$ cat src/rtl/s2b_pkg.sv
// s2b_pkg: shared constants, ASCII codes and FSM state type for the
// string_to_board text-to-board parser.
//
// Contents:
//   NUM_TILES, TILE_W, SCORE_W  frame geometry
//   ACC_W                        accumulator width (score width plus 4 so that
//                                acc*10+9 never wraps before the clamp check)
//   TILE_MAX, SCORE_MAX          saturation limits at accumulator width
//   ASCII_0, ASCII_9, ASCII_ESC  character codes of interest
//   state_t                      parser FSM states
package s2b_pkg;

    localparam int NUM_TILES = 16;
    localparam int TILE_W    = 20;
    localparam int SCORE_W   = 21;
    localparam int ACC_W     = SCORE_W + 4;
    // Field index runs 0..NUM_TILES (the last value selects the score field).
    localparam int IDX_W     = 5;

    localparam logic [ACC_W-1:0] TILE_MAX  = {{(ACC_W-TILE_W){1'b0}}, {TILE_W{1'b1}}};
    localparam logic [ACC_W-1:0] SCORE_MAX = {{(ACC_W-SCORE_W){1'b0}}, {SCORE_W{1'b1}}};

    localparam logic [7:0] ASCII_0   = 8'h30;
    localparam logic [7:0] ASCII_9   = 8'h39;
    localparam logic [7:0] ASCII_ESC = 8'h1B;

    typedef enum logic [1:0] {
        IDLE   = 2'd0,
        RECV   = 2'd1,
        COMMIT = 2'd2,
        DONE   = 2'd3
    } state_t;

endpackage

$ cat src/rtl/dec_accum.sv
// dec_accum: saturating decimal accumulator.
//
// Each digit_valid cycle folds one decimal digit in: acc = acc*10 + digit.
// When the result would exceed max_val, acc is clamped to max_val and then
// held there for the rest of the field; the accumulator never wraps.
//
// Ports:
//   clk, rst     clock, asynchronous active-high reset
//   clr          clears acc and the clamp flag (wins over digit_valid)
//   digit_valid  fold digit into acc this cycle
//   digit        decimal digit 0..9
//   max_val      saturation limit for the field currently being parsed
//   acc          accumulated value
//   sat          combinational pulse on the cycle the clamp first occurs
module dec_accum
    import s2b_pkg::*;
(
    input  logic             clk,
    input  logic             rst,
    input  logic             clr,
    input  logic             digit_valid,
    input  logic [3:0]       digit,
    input  logic [ACC_W-1:0] max_val,
    output logic [ACC_W-1:0] acc,
    output logic             sat
);

    logic             clamped;
    logic [ACC_W-1:0] next_val;
    logic             over;

    always_comb begin
        next_val = acc * ACC_W'(10) + ACC_W'(digit);
        over     = next_val > max_val;
        // Only the first clamp of a field reports; later digits just hold.
        sat      = digit_valid && !clr && over && !clamped;
    end

    always_ff @(posedge clk or posedge rst) begin
        if (rst) begin
            acc     <= '0;
            clamped <= 1'b0;
        end else if (clr) begin
            acc     <= '0;
            clamped <= 1'b0;
        end else if (digit_valid && !clamped) begin
            if (over) begin
                acc     <= max_val;
                clamped <= 1'b1;
            end else begin
                acc <= next_val;
            end
        end
    end

endmodule

$ cat src/rtl/string_to_board.sv
// string_to_board: parses an ASCII stream of 16 decimal tile values followed
// by one decimal score and commits them to a packed board and score register.
//
// Input strobe: char_valid is a one-cycle qualifier for char_in. There is no
// backpressure; every char_valid seen in RECV is consumed in that cycle.
// Characters outside RECV are dropped. start always wins over char_valid.
//
// Ports:
//   clk, rst    clock, asynchronous active-high reset
//   start       arm the parser, discarding any partial frame (IDLE/RECV only)
//   char_in     ASCII character
//   char_valid  char_in qualifier
//   board       committed board, tile i at [i*TILE_W +: TILE_W]
//   score       committed score
//   busy        high while parsing (RECV)
//   done        one-cycle pulse on the cycle after commit
//   error       sticky saturation flag for the current/last frame
//   dbg_state   current FSM state
module string_to_board
    import s2b_pkg::*;
(
    input  logic                        clk,
    input  logic                        rst,
    input  logic                        start,
    input  logic [7:0]                  char_in,
    input  logic                        char_valid,
    output logic [NUM_TILES*TILE_W-1:0] board,
    output logic [SCORE_W-1:0]          score,
    output logic                        busy,
    output logic                        done,
    output logic                        error,
    output state_t                      dbg_state
);

    state_t state, state_next;

    logic [IDX_W-1:0]                   idx;
    logic                               seen;
    logic [NUM_TILES-1:0][TILE_W-1:0]   shadow;
    logic [SCORE_W-1:0]                 score_sh;
    logic [NUM_TILES-1:0][TILE_W-1:0]   board_q;
    logic [SCORE_W-1:0]                 score_q;
    logic                               error_q;

    logic             is_digit;
    logic             is_esc;
    logic             start_ok;
    logic             take;
    logic             close;
    logic             last_field;
    logic             acc_clr;
    logic             digit_valid;
    logic [ACC_W-1:0] max_val;
    logic [ACC_W-1:0] acc;
    logic             sat;
    logic             acc_hi_unused;

    always_comb begin
        is_digit    = (char_in >= ASCII_0) && (char_in <= ASCII_9);
        is_esc      = (char_in == ASCII_ESC);
        // start is ignored in COMMIT/DONE so a commit in flight always finishes.
        start_ok    = start && ((state == IDLE) || (state == RECV));
        take        = (state == RECV) && char_valid && !start;
        // A non-digit only closes a field after at least one digit, so runs of
        // separators never create empty fields.
        close       = take && !is_digit && !is_esc && seen;
        last_field  = (idx == IDX_W'(NUM_TILES));
        digit_valid = take && is_digit;
        acc_clr     = start_ok || close;
        max_val     = last_field ? SCORE_MAX : TILE_MAX;
    end

    dec_accum u_accum (
        .clk         (clk),
        .rst         (rst),
        .clr         (acc_clr),
        .digit_valid (digit_valid),
        .digit       (char_in[3:0]),
        .max_val     (max_val),
        .acc         (acc),
        .sat         (sat)
    );

    // acc is clamped to max_val, so bits above the score width are always zero.
    assign acc_hi_unused = ^acc[ACC_W-1:SCORE_W];

    always_ff @(posedge clk or posedge rst) begin
        if (rst) begin
            state <= IDLE;
        end else begin
            state <= state_next;
        end
    end

    always_comb begin
        state_next = state;
        busy       = 1'b0;
        done       = 1'b0;
        case (state)
            IDLE: begin
                if (start) state_next = RECV;
            end
            RECV: begin
                busy = 1'b1;
                if (start) begin
                    state_next = RECV;
                end else if (take && is_esc) begin
                    state_next = IDLE;
                end else if (close && last_field) begin
                    state_next = COMMIT;
                end
            end
            COMMIT: begin
                state_next = DONE;
            end
            DONE: begin
                done       = 1'b1;
                state_next = IDLE;
            end
            default: state_next = IDLE;
        endcase
    end

    always_ff @(posedge clk or posedge rst) begin
        if (rst) begin
            idx      <= '0;
            seen     <= 1'b0;
            shadow   <= '0;
            score_sh <= '0;
            board_q  <= '0;
            score_q  <= '0;
            error_q  <= 1'b0;
        end else if (start_ok) begin
            idx      <= '0;
            seen     <= 1'b0;
            shadow   <= '0;
            score_sh <= '0;
            error_q  <= 1'b0;
        end else begin
            if (sat) error_q <= 1'b1;
            if (digit_valid) seen <= 1'b1;
            if (close) begin
                if (last_field) begin
                    score_sh <= acc[SCORE_W-1:0];
                end else begin
                    shadow[idx[3:0]] <= acc[TILE_W-1:0];
                end
                idx  <= idx + IDX_W'(1);
                seen <= 1'b0;
            end
            if (state == COMMIT) begin
                board_q <= shadow;
                score_q <= score_sh;
            end
        end
    end

    assign board     = board_q;
    assign score     = score_q;
    assign error     = error_q;
    assign dbg_state = state;

endmodule

$ cat config.mk
export PLATFORM = sky130hd
export DESIGN_NAME = string_to_board
export DESIGN_NICKNAME = d
export VERILOG_FILES = /design/src/rtl/s2b_pkg.sv /design/src/rtl/dec_accum.sv /design/src/rtl/string_to_board.sv
export SDC_FILE = /design/constraint.sdc
export NUM_CORES = 2
export LEC_CHECK = 0
export ABC_AREA = 1
export CORE_MARGIN = 3
export CORE_UTILIZATION = 60
export CTS_CLUSTER_SIZE = 20
export DETAILED_ROUTE_END_ITERATION = 16
export PLACE_DENSITY = 0.85
export SLEW_MARGIN = 20
export SYNTH_ARGS = -nofsm -noshare
export SYNTH_HDL_FRONTEND = slang
export SYNTH_SLANG_ARGS = --single-unit
$ cat constraint.sdc
create_clock -name clk -period 55.7 [get_ports clk]
set_clock_uncertainty 0.2 [all_clocks]
set_input_delay 16.71 -clock clk [delete_from_list [all_inputs] [get_ports clk]]
set_output_delay 16.71 -clock clk [all_outputs]
set_load 0.1 [all_outputs]
==> results by group <==
Pwr
  • Lkg Pwr: 0.0161 uW
  • Worst vdd ir: 27.9 uV
  • P per Cell Area: 39.1 mW/mm^2

Clock network
  • H-tree depth: 3
  • CTS Sinks: 716
  • CTS Buf Count: 69
  • Post-CTS setup buffer count: 0
  • CTS Root Cell: clkbuf_16
  • Clock Tree Buf Depth: 3
  • CTS-repair resized insts: 0
  • Clock Latency Late Sink: 610 ps
  • Hold_buf cts: 0
  • CTS tree: done
  • Clock edge transition at the registers on the reported setup and hold paths: 60 ps

Placement
  • Final GP Congestion: 0.910
  • Area after DPL: 0.0325 sq mm
  • Input/output buffers: 357
  • Post-DP HPWL: 56.0 mm

Critical path
  • Critical path class: in -> reg
  • CP max-delay cell: clkdlybuf4s50_1
  • R2R Setup Slk: 50390 ps
  • Critical Path End: u_accum.acc[16]
  • FF-to-FF Start: u_accum.acc[1]
  • Worst R2R Path Depth: 33
  • Startpoint types: input pin
  • Worst R2R End: u_accum.acc[16]
  • Worst setup EP type: flip-flop
  • CP arrival: 20860 ps
  • Critical Path Source: char_in[3]
  • Top fanout value on the critical path: 22
  • Critical Path RT: 55960 ps
  • Most used cell, CP: nand2_1
  • Crit-path max cell delay: 450 ps

Timing
  • Worst-Margin Slew: 1190 ps
  • Fin crit period: 20600 ps
  • RSZ-0062 raised after global routing: no
  • Final period util: 37.0%
  • Fin. Hold Viols: 0
  • Hold Slack: 289 ps
  • Pins Over Slew Limit: 0
  • Slew headroom: 20.4%
  • Setup-failing EPs final: 0
  • Fmax: 48.6 MHz
  • Final setup TNS: 0 ps

Final layout
  • Fillers: 3009
  • Area of the multi-input gates: 0.00840 sq mm
  • Register area: 0.0179 sq mm
  • Nets: 3243
  • Layout cells sized above 1: 7.55%
  • Commonest cells after routing, fill and taps aside: dfrtp_1, nand2_1, inv_1, clkdlybuf4s50_1, o21ai_0
  • Post-route cell area: 0.0349 sq mm
  • Synthesis-to-layout area growth: 22.3%
  • Most common cell after layout, fill and taps aside: dfrtp_1
  • Ant diodes: 0

Global route
  • Tot GR Track Use: 34.8%
  • Vias in the first global route: 23300
  • First-pass GRT wire length: 134 mm
  • Initial antenna violation count: 0
  • Largest net degree at the start of global routing: 194
  • Total congestion overflow: 0

Min path
  • Hold crit path type: reg -> reg
  • Hold Crit Depth: 2

Synth
  • Async S/R FF share, synth: 100%
  • Distinct cell type count after synthesis: 44
  • Cells after Synth: 2887
  • Syn Std Cell Area: 0.0286 sq mm
  • Sequential area share after synthesis: 62.7%
  • Syn nets: 2950
  • Synth Flop Type: dfrtp_1
  • Synth warnings: 0
  • Post-synth EDFFs: 0
  • Synth Register Bits: 716
  • Syn avg cell area: 9.90 sq um

Routing
  • Drt wl/cell: 22.9 microns
  • DRC viols: 0
  • DRT antenna net count: 0
  • Total number of vias: 23300
  • Drt first-iter violations: 2732
  • Drt pass-1 iters: 6
  • Post-Route WL: 88.1 mm
  • Vias per cell: 6.07

Run
  • Max_cap viols: 0

Die
  • Chip Height: 224 microns
  • Die Area: 0.0503 sq mm
  • I/O pin count: 358
  • Starting Density: 61.1%
  • FP Rows: 79
  • Die width: 224 microns
  • CORE AREA: 0.0468 sq mm

Status
  • Status: finished, final reports clean
==> logic make-up (layout without fill, tap and decap cells) <==
family	after synthesis	count (layout)	synth area share [%]
AOI/OAI and AO/OA	712	712	14.2
buffers and inverters	588	934	7.91
muxes	21	21	0.828
DFF	716	716	62.7
xor gates and xnor gates	5	5	0.153
adders and majority gates	51	51	2.29
and+or+nand+nor	794	794	12.0
==> layer usage <==
metal  track usage (%)  up-vias  wire [microns]
met3              8.18      264            8380
li1                  -    10100               -
met2              55.3     1385           41800
met4              16.1        0            4090
met5                 0        -               0
met1              46.1    11600           33800
==> report_power, final <==
part           switching (uW)  internal (uW)  leakage [uW]  total, uW
sequential               23.3            547       0.00961        570
combinational             245           56.1       0.00532        302
clock                     202            291       0.00119        494
==> flip-flops by register name (all words and copies together), names as in the netlist, named ones only <==
signal / count
seen: 1
error: 1
u_accum.acc: 24
board: 320
shadow: 320
score_sh: 21
u_accum.clamped: 1
idx: 5
dbg_state: 1
score: 21
==> cell usage after synthesis (21+ instances only) <==
master      n  area [sq um]
o21ai_0   352          1760
a21oi_1    21           105
mux2_2     21           236
dfrtp_1   716         17900
ha_1       49           613
inv_1     405          1520
nand3_1    62           310
clkbuf_1  147           552
nor2_1     58           218
o22ai_1   320          2000
nand2_1   585          2200
buf_2      21           105
nand4_1    26           163
==> worst min-delay path by stage <==
stage / slack (ps) / endpoint / start
floorplan: 230 / idx[4] / idx[4]
global placement: 260 / score_sh[9] / score_sh[9]
CTS: 290 / score_sh[9] / score_sh[9]
detailed placement: 260 / idx[4] / idx[4]
finish: 290 / score_sh[8] / score_sh[8]
global route: 310 / score_sh[9] / score_sh[9]
==> stage by stage <==
step	power [uW]	cells	util (%)	setup WS (ps)
4_1_cts	1370	3838	74.6	35100
3_3_place_gp	873	3714	69.5	34520
3_5_place_dp	878	3714	69.5	34520
6_report	1370	3840	74.7	35100
5_1_grt	1400	3840	74.7	34600
2_1_floorplan	798	2887	-	18710
==> critical path: cells and delay by family <==
kind	cells	cell delay, ps
and+or+nand+nor	25	2470
adders and majority gates	2	710
buffers and inverters	2	500
AOI/OAI and AO/OA	2	290
xor gates and xnor gates	1	180
==> final cells by class <==
cell class / count / share of cell area, %
Clock buffer: 98 / 5.87
Inverter: 415 / 4.49
Tap cell: 607 / 2.17
Sequential cell: 716 / 51.3
Multi-Input combinational cell: 1583 / 24.1
Timing Repair Buffer: 395 / 11.1
Clock inverter: 26 / 0.988
No activity file was read; power rests on OpenSTA's default activity.
